==> src/rtl/fetch_unit_pkg.sv <==
// Shared widths and FSM encodings for the instruction fetch stage.
package fetch_unit_pkg;

  localparam int unsigned ADDR = 16;
  localparam int unsigned WORD = 32;

  localparam logic [ADDR-1:0] RESET_PC = 16'h0000;

  localparam logic [1:0] FS_IDLE = 2'd0;
  localparam logic [1:0] FS_RUN  = 2'd1;
  localparam logic [1:0] FS_HALT = 2'd2;

endpackage

==> src/rtl/fetch_buffer.sv <==
// Two-entry skid buffer (output register + hold entry) between memory response and decode.
// Owns occupancy, flush and the valid/ready handshake toward decode.
module fetch_buffer
  import fetch_unit_pkg::*;
(
  input  logic            clk,
  input  logic            reset,
  input  logic            flush,
  input  logic            push,
  input  logic [WORD-1:0] push_inst,
  input  logic [ADDR-1:0] push_pc,
  output logic            out_valid,
  output logic [WORD-1:0] out_inst,
  output logic [ADDR-1:0] out_pc,
  input  logic            out_ready,
  output logic            hold_full
);

  logic            hold_valid;
  logic [WORD-1:0] hold_inst;
  logic [ADDR-1:0] hold_pc;
  logic            xfer;

  assign xfer      = out_valid & out_ready;
  assign hold_full = hold_valid;

  // Output register refills from hold first (oldest), then from the incoming response.
  always_ff @(posedge clk or negedge reset) begin
    if (!reset) begin
      out_valid  <= 1'b0;
      out_inst   <= '0;
      out_pc     <= '0;
      hold_valid <= 1'b0;
      hold_inst  <= '0;
      hold_pc    <= '0;
    end else if (flush) begin
      // A transfer in this cycle still completes at decode; everything left is stale.
      out_valid  <= 1'b0;
      hold_valid <= 1'b0;
    end else if (!out_valid || xfer) begin
      if (hold_valid) begin
        out_valid  <= 1'b1;
        out_inst   <= hold_inst;
        out_pc     <= hold_pc;
        hold_valid <= push;
        if (push) begin
          hold_inst <= push_inst;
          hold_pc   <= push_pc;
        end
      end else if (push) begin
        out_valid <= 1'b1;
        out_inst  <= push_inst;
        out_pc    <= push_pc;
      end else begin
        out_valid <= 1'b0;
      end
    end else if (push) begin
      hold_valid <= 1'b1;
      hold_inst  <= push_inst;
      hold_pc    <= push_pc;
    end
  end

endmodule

==> src/rtl/fetch_unit.sv <==
// Instruction fetch stage: pc/FSM/in-flight tracking and redirect, feeding a skid buffer.
// Optional performance counters are enabled by defining FETCH_PERF_EN.
module fetch_unit
  import fetch_unit_pkg::*;
(
  input  logic            clk,
  input  logic            reset,
  input  logic            start,
  input  logic            halt_req,
  input  logic            redirect_valid,
  input  logic [ADDR-1:0] redirect_pc,
  output logic [ADDR-1:0] mem_addr,
  output logic            mem_write,
  output logic [WORD-1:0] mem_din,
  input  logic [WORD-1:0] mem_dout,
  output logic            inst_valid,
  output logic [WORD-1:0] inst,
  output logic [ADDR-1:0] inst_pc,
  input  logic            inst_ready,
`ifdef FETCH_PERF_EN
  output logic [31:0]     fetch_count,
  output logic [31:0]     stall_count,
`endif
  output logic            running
);

  logic [1:0]      state;
  logic [ADDR-1:0] pc;
  logic            inflight;
  logic [ADDR-1:0] inflight_pc;
  logic            hold_full;
  logic            xfer;
  logic            slot_ok;
  logic            issue;
  logic            resp_valid;

  assign mem_addr  = pc;
  assign mem_write = 1'b0;
  assign mem_din   = '0;
  assign running   = (state == FS_RUN);
  assign xfer      = inst_valid & inst_ready;

  // Issue only when the response is guaranteed a free buffer slot on arrival.
  always_comb begin
    slot_ok = 1'b0;
    if (hold_full) begin
      slot_ok = !inflight && xfer;
    end else begin
      slot_ok = !(inflight && inst_valid && !inst_ready);
    end
  end

  assign issue      = running && !halt_req && !redirect_valid && slot_ok;
  // A response landing in a redirect cycle belongs to the old path.
  assign resp_valid = inflight && !redirect_valid;

  // Run-state FSM; redirect only blocks the RUN->HALT move.
  always_ff @(posedge clk or negedge reset) begin
    if (!reset) begin
      state <= FS_IDLE;
    end else begin
      case (state)
        FS_IDLE: if (start) state <= FS_RUN;
        FS_RUN:  if (halt_req && !redirect_valid) state <= FS_HALT;
        FS_HALT: if (start && !halt_req) state <= FS_RUN;
        default: state <= FS_IDLE;
      endcase
    end
  end

  // Program counter and in-flight read tracking.
  always_ff @(posedge clk or negedge reset) begin
    if (!reset) begin
      pc          <= RESET_PC;
      inflight    <= 1'b0;
      inflight_pc <= '0;
    end else begin
      inflight <= issue;
      if (redirect_valid) begin
        pc <= redirect_pc;
      end else if (issue) begin
        pc          <= pc + 16'd1;
        inflight_pc <= pc;
      end
    end
  end

  fetch_buffer u_buffer (
    .clk       (clk),
    .reset     (reset),
    .flush     (redirect_valid),
    .push      (resp_valid),
    .push_inst (mem_dout),
    .push_pc   (inflight_pc),
    .out_valid (inst_valid),
    .out_inst  (inst),
    .out_pc    (inst_pc),
    .out_ready (inst_ready),
    .hold_full (hold_full)
  );

`ifdef FETCH_PERF_EN
  // Saturating issue and backpressure counters.
  always_ff @(posedge clk or negedge reset) begin
    if (!reset) begin
      fetch_count <= '0;
      stall_count <= '0;
    end else begin
      if (issue && fetch_count != 32'hFFFF_FFFF) fetch_count <= fetch_count + 32'd1;
      if (running && inst_valid && !inst_ready && stall_count != 32'hFFFF_FFFF) begin
        stall_count <= stall_count + 32'd1;
      end
    end
  end
`endif

endmodule
==> config.mk <==
export PLATFORM = sky130hd
export DESIGN_NAME = fetch_unit
export DESIGN_NICKNAME = d
export VERILOG_FILES = /design/src/rtl/fetch_unit_pkg.sv /design/src/rtl/fetch_buffer.sv /design/src/rtl/fetch_unit.sv
export SDC_FILE = /design/constraint.sdc
export NUM_CORES = 1
export LEC_CHECK = 0
export ABC_CLOCK_PERIOD_IN_PS = 4000
export CORE_MARGIN = 2
export CORE_UTILIZATION = 50
export DETAILED_ROUTE_END_ITERATION = 16
export PLACE_DENSITY = 0.92
export SLEW_MARGIN = 10
export SYNTH_ARGS = -nofsm -noshare
export SYNTH_HDL_FRONTEND = slang
export SYNTH_SLANG_ARGS = --single-unit
==> constraint.sdc <==
create_clock -name clk -period 4 [get_ports clk]
set_input_delay 0.6 -clock clk [delete_from_list [all_inputs] [get_ports clk]]
set_output_delay 0.6 -clock clk [all_outputs]
set_load 0.01 [all_outputs]
---- After elaboration in Yosys (flattened, before gate mapping) ----
Index checks and enable logic that the tools add are counted.
word-level totals
  output and inout port bits .............. 99
  register bits after elaboration ......... 133
  bits of input ports ..................... 54
operators by class
  equality and inequality tests ........... 6
  bitwise gates (word level) .............. 2
  add/sub/neg operators ................... 1
  multiplexer cells ....................... 25
  reduce and logical (&&, ||, !) cells .... 25
operators with widths
  kind                     count
  $mux W32                 5
  $mux W16                 7
  $add A16 B1 Y16 const B  1
  $logic_and A1 B1 Y1      9
  $mux W1                  9
  $logic_not A1 Y1         6
  $mux W2                  3
  $pmux W2 S3              1
  $reduce_and A3 Y1        2
  $reduce_bool A2 Y1       3
  $ne A2 B1 Y1 const B     2
  $ne A2 B2 Y1 const B     2
  $reduce_and A2 Y1        2
  $reduce_bool A3 Y1       1
  $eq A2 B1 Y1 const B     1
  $eq A2 B2 Y1 const B     1
  $logic_not A2 Y1         1
  $and A1 B1 Y1            1
  $logic_or A1 B1 Y1       1
  $not A1 Y1               1

---- Longest topological paths before layout ----
  depth after elaboration ................. 7
  mapped depth ............................ 7
  gate-level depth less buffers ........... 5

---- By module ----
From an unflattened synthesis, not the netlist that was laid out.
unflattened totals
  cells, all modules ...................... 471
  area total of the unflattened synthesis .. 6535.0 um2
by module, submodules not included
  module        cells an instance  seq. area each (um2)  times used  area each (um2)
  fetch_buffer  268                2452.4                1           4456.8
  fetch_unit    203                875.8                 1           2078.2

---- Worst setup path after synthesis ----
No wires, ideal clock.
  path type ............................... input to register
  start ................................... in redirect_valid
  end ..................................... reg pc[13] (netlist: mem_addr[13])
  buffers on the path ..................... 0
  stages on the path ...................... 4
  data arrival time ....................... 1688 ps
  required time ........................... 3875 ps
  setup slack ............................. 2187 ps
  cells stage by stage .................... nor4b_1 -> o221ai_2 -> nor3_1 -> mux2_2
on the way
  cells in the longest elaborated chain, start to end .. 4
  elaborated cells on any way between the ends .. 5
  those cells by class .................... 1 x mux; 4 x reduce/logical
ends and longest elaborated chain
  element                            RTL line          text
  start, declared                    fetch_unit.sv:10  input logic redirect_valid,
  $logic_not A1 Y1                   fetch_unit.sv:53  assign issue = running && !halt_req && !redirect_valid && slot_ok;
  $logic_and A1 B1 Y1 (2 in series)  fetch_unit.sv:53
  $reduce_bool A2 Y1 (no line)       --
  end signal, assigned               fetch_unit.sv:80  pc <= redirect_pc;
  end signal, assigned               fetch_unit.sv:82  pc <= pc + 16'd1;
  end, declared                      fetch_unit.sv:28  logic [ADDR-1:0] pc;
Several ways; a longest one is shown, not always the timed one.
A chain may end at the register's enable or synchronous reset.

---- Worst setup path after layout ----
  start ................................... in redirect_valid
  end ..................................... reg u_buffer.hold_pc[5]
on the way
  cells in the longest elaborated chain, start to end .. 5
  elaborated cells on any way between the ends .. 7
  those cells by class .................... 3 x mux; 1 x bitwise; 3 x reduce/logical
ends and longest elaborated chain
  element                 RTL line            text
  $logic_not A1 Y1        fetch_unit.sv:55    assign resp_valid = inflight && !redirect_valid;
  $logic_and A1 B1 Y1     fetch_unit.sv:55
  $mux W16 (3 in series)  --
  end signal, assigned    fetch_buffer.sv:48  hold_pc <= push_pc;
  end signal, assigned    fetch_buffer.sv:60  hold_pc <= push_pc;
  end, declared           fetch_buffer.sv:21  logic [ADDR-1:0] hold_pc;
Several ways; a longest one is shown, not always the timed one. The select of a mux whose other input is x is not followed.

==> results by group <==
Die
  – Die Width: about 110 µm
  – Die H: 114 µm
  – Ports: 153
  – Area of the core: around 12000 µm²
  – Site row count: 40
  – Initial core utilization: about half
  – Total die area: around 13000 µm²

Routing
  – Number of iterations in the first detailed-routing pass: 4
  – Initial DRC Count: roughly 330
  – Drt drc: 0
  – Routed length per instance: 15.4 µm
  – Antenna Nets Post-Route: 0
  – Via count: 4321
  – Final wirelength: 12500 µm
  – Via/cell ratio: ~5.3

Clock tree
  – CTS tree: done
  – CTS Sinks: between 100 and 150
  – TritonCTS buffer count: 17
  – Clock tree buffer depth: 2
  – H-tree levels: 4
  – Clock Tree Root: clkbuf_16
  – Clock transition at path regs: about 50 ps
  – Post-CTS setup buffers: 0
  – Clk_lat worst skew: slightly above 400 ps
  – Hold Buf Count CTS: 0
  – # resized after CTS: 0

Timing
  – Max Freq: 390 MHz
  – Final hold violations: 0
  – RSZ-0062 raised after global routing: false
  – Total negative slack: 0 ps
  – Setup Skew: ~9.5 ps
  – Slew @ Worst Pin: between 900 and 1000 ps
  – Normalized max-slew margin: 34.3%
  – Tmin final: 2560 ps
  – Fin Hold WS: ~320 ps
  – Max-slew violation count: 0
  – Final period utilization: 64.0%
  – Final setup viols: 0

Outcome
  – Status: finished, final reports clean

Layout
  – Commonest cells after routing, fill and taps aside: dfrtp_1 (132), clkdlybuf4s50_1 (118), nand2_1 (58), nor2_1 (54), a21oi_1 (51)
  – Fin nets: 710
  – Share of cells above drive strength 1: between 10% and 20%
  – # fillers: around 900
  – Antenna cells: 0
  – Non-filler cells, final: between 800 and 900
  – Synthesis-to-finish area growth: 29.3%
  – Most common cell after layout, fill and taps aside: dfrtp_1

Worst setup path
  – CP required: approximately 4300 ps
  – Slowest stage delay, CP: 550 ps
  – R2r setup slk: 1600 ps
  – Reg2Reg Depth: 5
  – Reg2reg end: u_buffer.out_inst[8]
  – Critical path, cell by cell: clkdlybuf4s50_1 > buf_4 > inv_1 > o211ai_4 > buf_4 > mux2_2
  – Crit path launch type: primary input
  – Critical Path Most Common Cell: buf_4
  – CP max stage cell: buf_4
  – Setup crit end kind: flip-flop
  – Reg-to-Reg Start: u_buffer.hold_full
  – Arr. time, crit path: 2850 ps
  – Worst setup path class: primary input to flip-flop
  – CP max FO: 48

Pwr
  – Lkg Pwr: 3.41 nW
  – Maximum VDD drop: roughly 320 µV
  – Power Dens Cells: ~640 nW/µm²

Yosys
  – Ys flop type: dfrtp_1
  – Ys Warns: 0
  – Register area share after synthesis: between 50 and 60%
  – Syn Std Cell Area: 6020 µm²
  – Post-synth ARST share: 100%
  – Avg Inst Size Synth: 11.1 µm²
  – Post-synth EDFFs: 0
  – Distinct cell type count after synthesis: between 40 and 50
  – Synth Instances: approximately 540
  – Synth Register Bits: between 100 and 150

Placement
  – Post-DP HPWL: roughly 8400 µm
  – Placed Cells: 783
  – Buffers on Ports: about 120
  – Routability congestion estimate: between 0.8 and 0.9

Min path
  – Worst min-delay path class: primary input to asynchronous set/reset pin

Global route
  – GRT Util Overall: between 10% and 20%
  – First-pass GRT wire length: between 20000 and 25000 µm
  – GR Overflow Total: 0
  – Initial antenna violation count: 0
  – Largest net degree at the start of global routing: between 100 and 150
  – Vias in the first global route: 4193

Job
  – MaxCap Viol Count: 0
synth_stat cells, types with 2 or more instances:
| cell type | instances | area, µm² |
|---|---|---|
| a21oi_1 | 51 | 255 |
| nand3_1 | 11 | 55.1 |
| nand4_1 | 5 | 31.3 |
| dfrtp_1 | 133 | 3330 |
| clkbuf_1 | 13 | 48.8 |
| a311o_1 | 2 | 20.0 |
| nor3_1 | 2 | 10.0 |
| inv_1 | 6 | 22.5 |
| buf_1 | 3 | 11.3 |
| and3_1 | 4 | 25.0 |
| buf_2 | 11 | 55.1 |
| and4_1 | 4 | 35.0 |
| nor2b_1 | 2 | 12.5 |
| or3_1 | 3 | 18.8 |
| o221ai_2 | 2 | 30.0 |
| o211ai_1 | 7 | 52.6 |
| nand2_1 | 58 | 218 |
| mux2_2 | 50 | 563 |
| buf_4 | 36 | 270 |
| mux2i_1 | 49 | 490 |
| or4_1 | 4 | 30.0 |
| a31oi_1 | 4 | 25.0 |
| nor2_1 | 54 | 203 |
| o21ai_0 | 8 | 40.0 |
| o311ai_0 | 4 | 35.0 |
cells by family (layout without fill, tap and decap cells):
kind of cell,after synthesis,in the layout,synth area share (%)
flops,133,133,55.3
compound gates,83,83,8.37
buf+inv,70,162,6.84
other cells,1,33,0.0623
simple gates,154,154,11.6
fa+ha+maj,1,1,0.208
mux,99,99,17.5
xor+xnor,1,1,0.145
layout make-up:
type | instances | area [µm²] | area share, %
clock buffer | 26 | 499 | 6.41
sequential | 133 | 3330 | 42.8
multi-input combinational | 371 | 2420 | 31.0
timing repair buffer | 125 | 1240 | 15.9
tap | 147 | 184 | 2.36
inverter | 7 | 26.3 | 0.337
clock inverter | 4 | 95.1 | 1.22
routing by layer:
| metal | up-vias | track usage, % | wire (µm) |
|---|---|---|---|
| met5 | - | 0 | 0 |
| met4 | 0 | 6.83 | 183 |
| met3 | 19 | 5.69 | 829 |
| met2 | 147 | 31.7 | 6050 |
| met1 | 2095 | 26.2 | 5450 |
| li1 | 2060 | - | - |
state kept, by name, summed over array words and instances, names as in the netlist:
register and flops:
u_buffer.out_inst 32, state 2, u_buffer.out_valid 1, inflight_pc 16, u_buffer.out_pc 16, u_buffer.hold_inst 32, mem_addr 16, u_buffer.hold_pc 16
u_buffer.hold_full 1, inflight 1
worst max-delay path, delay by kind of cell:
family,cells,cell delay [ps]
buf+inv,4,1630
mux,1,410
compound gates,1,160
where the power goes:
| group | total (W) | leakage (nW) | internal (W) | switching, W |
|---|---|---|---|---|
| Sequential | 0.00204 | 1.65 | 0.00176 | 0.000281 |
| Combinational | 0.00137 | 1.47 | 0.000764 | 0.000603 |
| Clock | 0.00156 | 0.290 | 0.00104 | 0.000519 |
| Total | 0.00496 | 3.41 | 0.00356 | 0.00140 |
how the worst max path moves through the flow:
stage / startpoint / to / slack (ps) / depth (start not counted)
4_1_cts: redirect_valid / u_buffer.hold_inst[10] / 1440 / 6
3_3_place_gp: redirect_valid / u_buffer.hold_inst[6] / 1160 / 6
5_1_grt: redirect_valid / u_buffer.hold_inst[24] / 1310 / 6
3_5_place_dp: redirect_valid / u_buffer.hold_pc[13] / 1020 / 6
6_report: redirect_valid / u_buffer.hold_pc[5] / 1440 / 6
2_1_floorplan: redirect_valid / mem_addr[13] / 2190 / 4
through the flow:
stage	util (%)	worst slack [ps]	area (µm²)	total power [W]
3_5_place_dp	60.6	1020	7190	0.00344
2_1_floorplan	-	2190	6140	0.00265
5_1_grt	65.7	1310	7790	0.00524
3_3_place_gp	60.6	1160	7190	0.00336
4_1_cts	65.7	1440	7790	0.00500
6_report	65.7	1440	7790	0.00496
Note: power is estimated with default switching activity, not from simulation.
